[src/rtl/escaner_teclado4x4.sv]
// -----------------------------------------------------------------------------
// escaner_teclado4x4
// Multiplexed 4x4 matrix-keypad scanner. Drives one column low at a time,
// samples the (synchronized) row lines at the end of each column dwell,
// builds a per-scan key candidate, debounces it over whole scans and reports
// a single pressed key as a 4-bit hex code.
//
// Parameters
//   SCAN_TICKS     : clock cycles each column stays driven (>= 4)
//   DEBOUNCE_SCANS : consecutive identical scans needed to accept a change (>= 1)
//
// Ports
//   clk       : system clock, rising edge
//   rst_n     : asynchronous active-low reset
//   row_n     : keypad rows, active-low, asynchronous to clk
//   col_n     : column drive, active-low one-hot
//   key_code  : hex code of the last accepted key
//   key_valid : one-cycle pulse when a new key is accepted
//   key_held  : high while a debounced single key is pressed
// -----------------------------------------------------------------------------
module escaner_teclado4x4 #(
    parameter int SCAN_TICKS     = 10000,
    parameter int DEBOUNCE_SCANS = 4
) (
    input  logic       clk,
    input  logic       rst_n,
    input  logic [3:0] row_n,
    output logic [3:0] col_n,
    output logic [3:0] key_code,
    output logic       key_valid,
    output logic       key_held
);

    localparam int CW = (SCAN_TICKS > 1) ? $clog2(SCAN_TICKS) : 1;
    localparam int SW = $clog2(DEBOUNCE_SCANS + 1);
    localparam logic [CW-1:0] CNT_LAST   = CW'(SCAN_TICKS - 1);
    localparam logic [SW-1:0] STABLE_MAX = SW'(DEBOUNCE_SCANS);

    // Candidate: vld=0 means NONE; code is kept 0 for NONE so that plain
    // struct equality compares candidates correctly.
    typedef struct packed {
        logic       vld;
        logic [3:0] code;
    } cand_t;

    localparam cand_t CAND_NONE = '{vld: 1'b0, code: 4'h0};

    function automatic logic [3:0] key_map(input logic [1:0] r, input logic [1:0] c);
        logic [3:0] k;
        case ({r, c})
            4'h0: k = 4'h1;  4'h1: k = 4'h2;  4'h2: k = 4'h3;  4'h3: k = 4'hA;
            4'h4: k = 4'h4;  4'h5: k = 4'h5;  4'h6: k = 4'h6;  4'h7: k = 4'hB;
            4'h8: k = 4'h7;  4'h9: k = 4'h8;  4'hA: k = 4'h9;  4'hB: k = 4'hC;
            4'hC: k = 4'hE;  4'hD: k = 4'h0;  4'hE: k = 4'hF;  default: k = 4'hD;
        endcase
        return k;
    endfunction

    // State
    logic [3:0]    row_s1_q, row_s2_q;
    logic [CW-1:0] cnt_q, cnt_d;
    logic [1:0]    col_idx_q, col_idx_d;
    logic [3:0]    col_q, col_d;
    logic [1:0]    hits_q, hits_d;       // keys seen this scan, 2 = "two or more"
    logic [3:0]    scode_q, scode_d;     // code of the first key seen this scan
    cand_t         prev_q, prev_d;
    cand_t         acc_q, acc_d;
    logic [SW-1:0] stable_q, stable_d;
    logic [3:0]    key_code_q, key_code_d;
    logic          key_valid_q, key_valid_d;
    logic          key_held_q, key_held_d;

    // Per-column decode of the synchronized rows
    logic [1:0] col_hits;
    logic [1:0] col_row;

    always_comb begin
        col_hits = 2'd0;
        col_row  = 2'd0;
        for (int r = 0; r < 4; r++) begin
            if (!row_s2_q[r]) begin
                if (col_hits == 2'd0) col_row = 2'(r);
                if (col_hits != 2'd2) col_hits = col_hits + 2'd1;
            end
        end
    end

    // Scan accumulation, candidate and debounce
    logic       sample;
    logic       end_scan;
    logic [1:0] base_hits;
    logic [3:0] base_code;
    logic [2:0] tot_hits;
    cand_t      cand;

    always_comb begin
        sample   = (cnt_q == CNT_LAST);
        end_scan = sample && (col_idx_q == 2'd3);

        // Column 0 opens a fresh scan; anything left from the previous one is dropped.
        base_hits = (col_idx_q == 2'd0) ? 2'd0 : hits_q;
        base_code = (col_idx_q == 2'd0) ? 4'h0 : scode_q;
        tot_hits  = {1'b0, base_hits} + {1'b0, col_hits};

        cnt_d       = cnt_q + CW'(1);
        col_idx_d   = col_idx_q;
        col_d       = col_q;
        hits_d      = hits_q;
        scode_d     = scode_q;
        prev_d      = prev_q;
        acc_d       = acc_q;
        stable_d    = stable_q;
        key_code_d  = key_code_q;
        key_valid_d = 1'b0;
        key_held_d  = key_held_q;
        cand        = CAND_NONE;

        if (sample) begin
            cnt_d     = '0;
            col_idx_d = col_idx_q + 2'd1;
            col_d     = {col_q[2:0], col_q[3]};
            hits_d    = (tot_hits > 3'd2) ? 2'd2 : tot_hits[1:0];
            scode_d   = (base_hits == 2'd0 && col_hits != 2'd0) ?
                        key_map(col_row, col_idx_q) : base_code;
        end

        if (end_scan) begin
            if (hits_d == 2'd1) cand = '{vld: 1'b1, code: scode_d};

            if (cand == prev_q)
                stable_d = (stable_q == STABLE_MAX) ? STABLE_MAX : stable_q + SW'(1);
            else
                stable_d = SW'(1);
            prev_d = cand;

            if (stable_d == STABLE_MAX && cand != acc_q) begin
                acc_d = cand;
                if (cand.vld) begin
                    key_code_d  = cand.code;
                    key_valid_d = 1'b1;
                    key_held_d  = 1'b1;
                end else begin
                    // Release: code is kept so downstream still shows the last key.
                    key_held_d = 1'b0;
                end
            end
        end
    end

    always_ff @(posedge clk or negedge rst_n) begin
        if (!rst_n) begin
            row_s1_q    <= 4'hF;
            row_s2_q    <= 4'hF;
            cnt_q       <= '0;
            col_idx_q   <= 2'd0;
            col_q       <= 4'b1110;
            hits_q      <= 2'd0;
            scode_q     <= 4'h0;
            prev_q      <= CAND_NONE;
            acc_q       <= CAND_NONE;
            stable_q    <= STABLE_MAX;
            key_code_q  <= 4'h0;
            key_valid_q <= 1'b0;
            key_held_q  <= 1'b0;
        end else begin
            row_s1_q    <= row_n;
            row_s2_q    <= row_s1_q;
            cnt_q       <= cnt_d;
            col_idx_q   <= col_idx_d;
            col_q       <= col_d;
            hits_q      <= hits_d;
            scode_q     <= scode_d;
            prev_q      <= prev_d;
            acc_q       <= acc_d;
            stable_q    <= stable_d;
            key_code_q  <= key_code_d;
            key_valid_q <= key_valid_d;
            key_held_q  <= key_held_d;
        end
    end

    assign col_n     = col_q;
    assign key_code  = key_code_q;
    assign key_valid = key_valid_q;
    assign key_held  = key_held_q;

endmodule

[config.mk]
export PLATFORM = sky130hd
export DESIGN_NAME = escaner_teclado4x4
export DESIGN_NICKNAME = d
export VERILOG_FILES = /design/src/rtl/escaner_teclado4x4.sv
export SDC_FILE = /design/constraint.sdc
export NUM_CORES = 1
export LEC_CHECK = 0
export CORE_ASPECT_RATIO = 0.8
export CORE_MARGIN = 2
export CORE_UTILIZATION = 35
export DETAILED_ROUTE_END_ITERATION = 8
export PLACE_DENSITY = 0.6
export SYNTH_ARGS = -nofsm -noshare
export SYNTH_HDL_FRONTEND = slang
export SYNTH_SLANG_ARGS = --single-unit
[constraint.sdc]
create_clock -name clk -period 5.5 [get_ports clk]
set_clock_uncertainty 0.05 [all_clocks]
set_input_delay 1.1 -clock clk [delete_from_list [all_inputs] [get_ports clk]]
set_output_delay 1.1 -clock clk [all_outputs]
set_load 0.02 [all_outputs]
==> results of run 1 <==
==> kinds of logic after synthesis <==
family                   after synthesis  share of synthesized area, %
AO/OA/AOI/OAI                         58                          13.4
XOR/XNOR                              15                          4.56
AND/OR/NAND/NOR                       98                          18.5
buffers and inverters                 28                          3.65
flip-flops                            52                          45.7
multiplexers                          19                          7.34
adder cells (fa/ha/maj)               15                          6.78
==> metrics by stage <==
stage,cells,power [W],instance area (µm²),setup WS [ns]
after floorplan,285,0.000418,2880,1.17
after global placement,403,0.000435,3150,1.16
after detailed placement,403,0.000436,3150,1.03
after CTS,411,0.000709,3270,1.01
after global routing,411,0.000730,3270,0.671
final,411,0.000699,3270,1.01
==> worst paths after layout <==
path,start,end,cells after the start
setup / recovery,row_s2_q[0],key_code[1],18
hold / removal,row_s1_q[3],row_s2_q[3],0
setup reg to reg,row_s2_q[0],key_code[1],18
hold reg to reg,row_s1_q[3],row_s2_q[3],0
max in group asynchronous,rst_n,hits_q[1],2
min in group asynchronous,rst_n,key_valid,2
==> sequential cells by signal, summed over array words and instances (netlist names) <==
name	count
stable_q	3
col_idx_q	2
col_n	4
key_code	4
row_s1_q	4
key_valid	1
cnt_q	14
hits_q	2
scode_q	4
row_s2_q	4
acc_q	5
prev_q	5
==> power by group <==
part | total, W | internal, W | switching [W]
Sequential | 0.000391 | 0.000388 | 0.00000319
Clock | 0.000271 | 0.000137 | 0.000134
Combinational | 0.0000373 | 0.0000143 | 0.0000230
Total | 0.000699 | 0.000539 | 0.000160
==> cell usage in the layout, fill, tap and decap left out, types with 2 or more instances in the layout <==
master,Yosys,routed
o31ai_1,2,2
dfrtp_1,40,40
mux2_2,8,8
buf_4,0,3
a31oi_1,3,3
a21boi_0,4,4
or2_2,4,4
xnor2_1,10,10
clkdlybuf4s50_1,0,14
and3_1,5,5
nand2b_1,5,5
mux2_4,2,2
a21oi_1,9,9
o21ai_0,19,19
nor2b_1,4,4
a22oi_1,5,5
nand2_1,26,26
inv_1,20,20
a22o_1,2,2
a21bo_2,2,2
nand3_1,9,9
xor2_1,5,5
nor3b_1,2,2
nor2_1,18,18
a32oi_1,2,2
nor3_1,6,6
dfstp_2,12,12
clkbuf_8,0,5
ha_1,14,14
nand4_1,4,4
mux2i_1,8,8
and2_1,4,4
==> layout make-up <==
type                       count  area [µm²]
sequential                    52        1320
clock inverter                 3        46.3
clock buffer                   5        68.8
fill                         754        4680
inverter                      20        75.1
timing repair buffer          18         168
tap                          108         135
multi-input combinational    205        1460
==> metal layers <==
layer / routed length, µm / GRT usage, %
met5: 0 / 0
met4: 39 / 3.27
met3: 274 / 2.61
met2: 2450 / 20.1
met1: 2980 / 20.7
==> impl_metrics.tcl, run 1 <==
set metrics [dict create \
    worst_slew_pin_slew_ns 0.660 \
    worstHoldPathType "flop to flop" \
    initial_core_util_pct 36.2 \
    drive_gt1_share_pct 15.8 \
    worstPathCellList "inv_1 -> ha_1 -> mux2i_1 -> ha_1 -> nand2b_1 -> o21ai_0 -> ha_1 -> inv_1 -> fa_1 -> nand3_1 -> mux2i_1 -> buf_4 -> nand2_1 -> a211oi_1 -> a31oi_1 -> and2_1 -> or4_4 -> mux2_1" \
    yosys.cell_count.top_type "dfrtp_1" \
    synth_common_cells "dfrtp_1, nand2_1, inv_1" \
    rrSetupSlack_ns 1.01 \
    gp_congestion 0.802 \
    status "finished, final reports clean" \
    drc 0 \
    endpoint_kind "flop" \
    cp.arrival_ns 4.64 \
    yosys.cell_types.count 53 \
    core_um2 7950 \
    grt_max_degree 53 \
    cpMostUsedCell "ha_1" \
    worst-path-max-fanout 18 \
    overflow 0 \
    grt_pass1_vias 2024 \
    critPathSlowestCell "dfstp_2" \
    drt-vias-per-instance 5.06 \
    final_core_util_pct 41.1 \
    fin_nets 323 \
    syn-num-nets 306 \
    row_count 29 \
    cts_tree "done" \
    dieArea_um2 8980 \
    synth_ff_type "dfrtp_1" \
    numCtsBuffers 5 \
    io_buffers 15 \
    holdBufCountCts 0 \
    antenna_found_initial 0 \
    critPathKind "flop to flop" \
    place_hpwl_mm 4.02 \
    grt_pass1_wl_mm 10.0 \
    insertion_delay_ns 0.31 \
    period_needed_ns 4.49 \
    fin_hold_ws_ns 0.312 \
    yosysTopAreaCell "dfrtp_1" \
    clk_path_buf_depth 2 \
    yosysTopAreaCellShare_pct 34.8 \
    vias 2080 \
    ir_worst_vdd_mv 0.137 \
    slew_viol_final 0 \
    firstDrtPassIters 4 \
    ys_seq_elements 52 \
    cp_slowest_stage_delay_ns 0.58 \
    die_w_um 105 \
    die_h_um 85.1 \
    cts_resized 0 \
    synth_edf_count 0 \
    antennaDiodeCount 0 \
    h-tree-depth 2 \
    num_io_pins 16 \
    grt.total_usage_pct 13.7 \
    area_delta_synth_final_pct 13.5 \
    critical_path_buf_inv_count 3 \
    cts_sinks 52 \
    crit_family "adder cells" \
    avgSynthCellArea_um2 10.1 \
    root_buffer "clkbuf_8" \
    clkTransAtPathRegs_ns 0.10 \
    hold_viol_final 0 \
    p_per_area_nw_per_um2 214 \
    slew-limit-headroom_pct 56.0 \
    synthArstFlopShare_pct 100 \
    min_period_over_period_pct 81.6 \
    max-cap-violations 0 \
    setup_viol 0 \
    wl_mm 5.74 \
    postRouteAntennaNets 0 \
    cp_data_required_time_ns 5.65 \
    synth.area.top_cells "dfrtp_1, dfstp_2, ha_1" \
    post_drt_wl_per_cell_um 14.0 \
    synthCells 285 \
    syn_area_um2 2880 \
    postCtsSetupRepairBufs 0 \
    yosysWarnings 0 \
    drt_iter0_drc 82 \
    power_leakage_nw 1.42 \
    ys_seq_area_share_pct 45.7 \
    setup_tns_ns 0 \
    fmax_mhz 223 \
    rsz0062_at_grt "no" \
    cp-start-kind "flop" \
]
Note: power is estimated with default switching activity, not from simulation.
==> inputs of run 2 (changes only) <==
Clock period 5.5 ns to 4.4 ns, I/O delays scaled along.
==> impl_metrics.tcl, run 2 (synthesis gave the netlist of run 1 again) <==
set metrics [dict create \
    status "finished, final reports clean" \
    antenna_found_initial 0 \
    grt_pass1_vias 2043 \
    crit_family "adder cells" \
    die_h_um 85.1 \
    drive_gt1_share_pct 24.9 \
    drt_iter0_drc 126 \
    fin_nets 337 \
    cp.arrival_ns 4.46 \
    use_met3_pct 2.69 \
    post_drt_wl_per_cell_um 14.3 \
    clk_path_buf_depth 2 \
    worst-path-max-fanout 7 \
    use_met2_pct 20.4 \
    endpoint_kind "flop" \
    holdBufCountCts 0 \
    grt_max_degree 32 \
    h-tree-depth 2 \
    hold_viol_final 0 \
    ir_worst_vdd_mv 0.168 \
    numCtsBuffers 5 \
    fin_hold_ws_ns 0.310 \
    critical_path_buf_inv_count 3 \
    fmax_mhz 232 \
    num_io_pins 16 \
    drt-vias-per-instance 5.07 \
    cp_slowest_stage_delay_ns 0.59 \
    setup_tns_ns 0 \
    grt.total_usage_pct 13.4 \
    row_count 29 \
    final_common_cell "dfrtp_1" \
    cts_tree "done" \
    setup_viol 0 \
    dieArea_um2 8980 \
    grt-busiest-layer "met2" \
    cp_data_required_time_ns 4.55 \
    overflow 0 \
    firstDrtPassIters 4 \
    slew-limit-headroom_pct 65.9 \
    wl_mm 6.09 \
    place_hpwl_mm 4.16 \
    worstPathCellList "inv_1 -> ha_4 -> mux2i_4 -> ha_4 -> nand2b_4 -> o21ai_4 -> ha_2 -> inv_1 -> fa_1 -> nand3_2 -> mux2i_2 -> buf_4 -> nand2_1 -> xnor2_2 -> nor4_4 -> or4_4 -> mux2_4" \
    gp_congestion 0.849 \
    critPathKind "flop to flop" \
    critPathSlowestCell "fa_1" \
    regMostFlops "cnt_q" \
    antennaDiodeCount 0 \
    vias 2156 \
    worstHoldPathType "flop to flop" \
    cts_sinks 52 \
    core_um2 7950 \
    max-cap-violations 0 \
    root_buffer "clkbuf_8" \
    slew_viol_final 0 \
    area_delta_synth_final_pct 20.7 \
    cp-start-kind "flop" \
    period_needed_ns 4.31 \
    power_leakage_nw 1.51 \
    drc 0 \
    io_buffers 15 \
    final_cell_mix "dfrtp_1, nand2_1, inv_1" \
    grt_pass1_wl_mm 9.76 \
    p_per_area_nw_per_um2 239 \
    postRouteAntennaNets 0 \
    largest_reg_flops 14 \
    use_met1_pct 19.6 \
    initial_core_util_pct 36.2 \
    reg_top3 "cnt_q: 14 flops, acc_q: 5 flops, prev_q: 5 flops" \
    insertion_delay_ns 0.31 \
    min_period_over_period_pct 97.9 \
    worst_slew_pin_slew_ns 0.508 \
    die_w_um 105 \
    clkTransAtPathRegs_ns 0.10 \
]
[run 2: cell type report]
class	instances	area [µm²]
Sequential cell	52	1320
Clock inverter	2	16.3
Timing Repair Buffer	32	273
Tap cell	108	135
Multi-Input combinational cell	205	1590
Fill cell	753	4470
Inverter	20	75.1
Clock buffer	6	72.6
[run 2: timing repair]
item,CTS,global route
pin swaps,0,7
endpoints found under the hold margin,0,0
gates resized for setup,4,23
setup buffers,3,6
setup endpoints to repair,4,11
cloned,0,1
[run 2: path summary, 6_finish.rpt]
kind                       cells after the start          end  slack [ns]        start
max reg2reg                                   17  key_code[2]        0.09  row_s2_q[1]
min reg2reg                                    0  row_s2_q[0]        0.31  row_s1_q[0]
min                                            0  row_s2_q[0]        0.31  row_s1_q[0]
min in group asynchronous                      1     acc_q[3]        0.48        rst_n
max in group asynchronous                      2     col_n[1]        3.02        rst_n
max                                           17  key_code[2]        0.09  row_s2_q[1]
[run 2: metal layers]
layer | wire length, µm | up-vias
li1 | - | 1060
met1 | 3180 | 1056
met2 | 2660 | 31
met3 | 165 | 9
met4 | 85 | 0
met5 | 0 | -
[run 2: worst register-to-register path, stage by stage (launching register included)]
cell and delay, ns:
dfstp_2 0.58, inv_1 0.09, ha_4 0.23, mux2i_4 0.18, ha_4 0.18, nand2b_4 0.07, o21ai_4 0.08, ha_2 0.19
inv_1 0.05, fa_1 0.59, nand3_2 0.09, mux2i_2 0.23, buf_4 0.21, nand2_1 0.13, xnor2_2 0.25, nor4_4 0.10
or4_4 0.59, mux2_4 0.32
[run 2: through the flow]
step	worst slack, ns	util [%]	area [µm²]	total power (W)	cells
after floorplan	0.0681	-	2880	0.000523	285
after global placement	0.115	40.1	3180	0.000544	407
after detailed placement	-0.00633	40.1	3180	0.000544	407
after CTS	0.00970	41.6	3310	0.000826	418
after global routing	-0.0395	43.7	3480	0.000871	425
final	0.0912	43.7	3480	0.000830	425
[run 2: power by group]
part	total, W	leakage, nW	switching (W)	internal [W]
sequential	0.000489	0.670	0.00000463	0.000485
clock	0.000276	0.0414	0.000163	0.000114
combinational	0.0000642	0.796	0.0000347	0.0000295
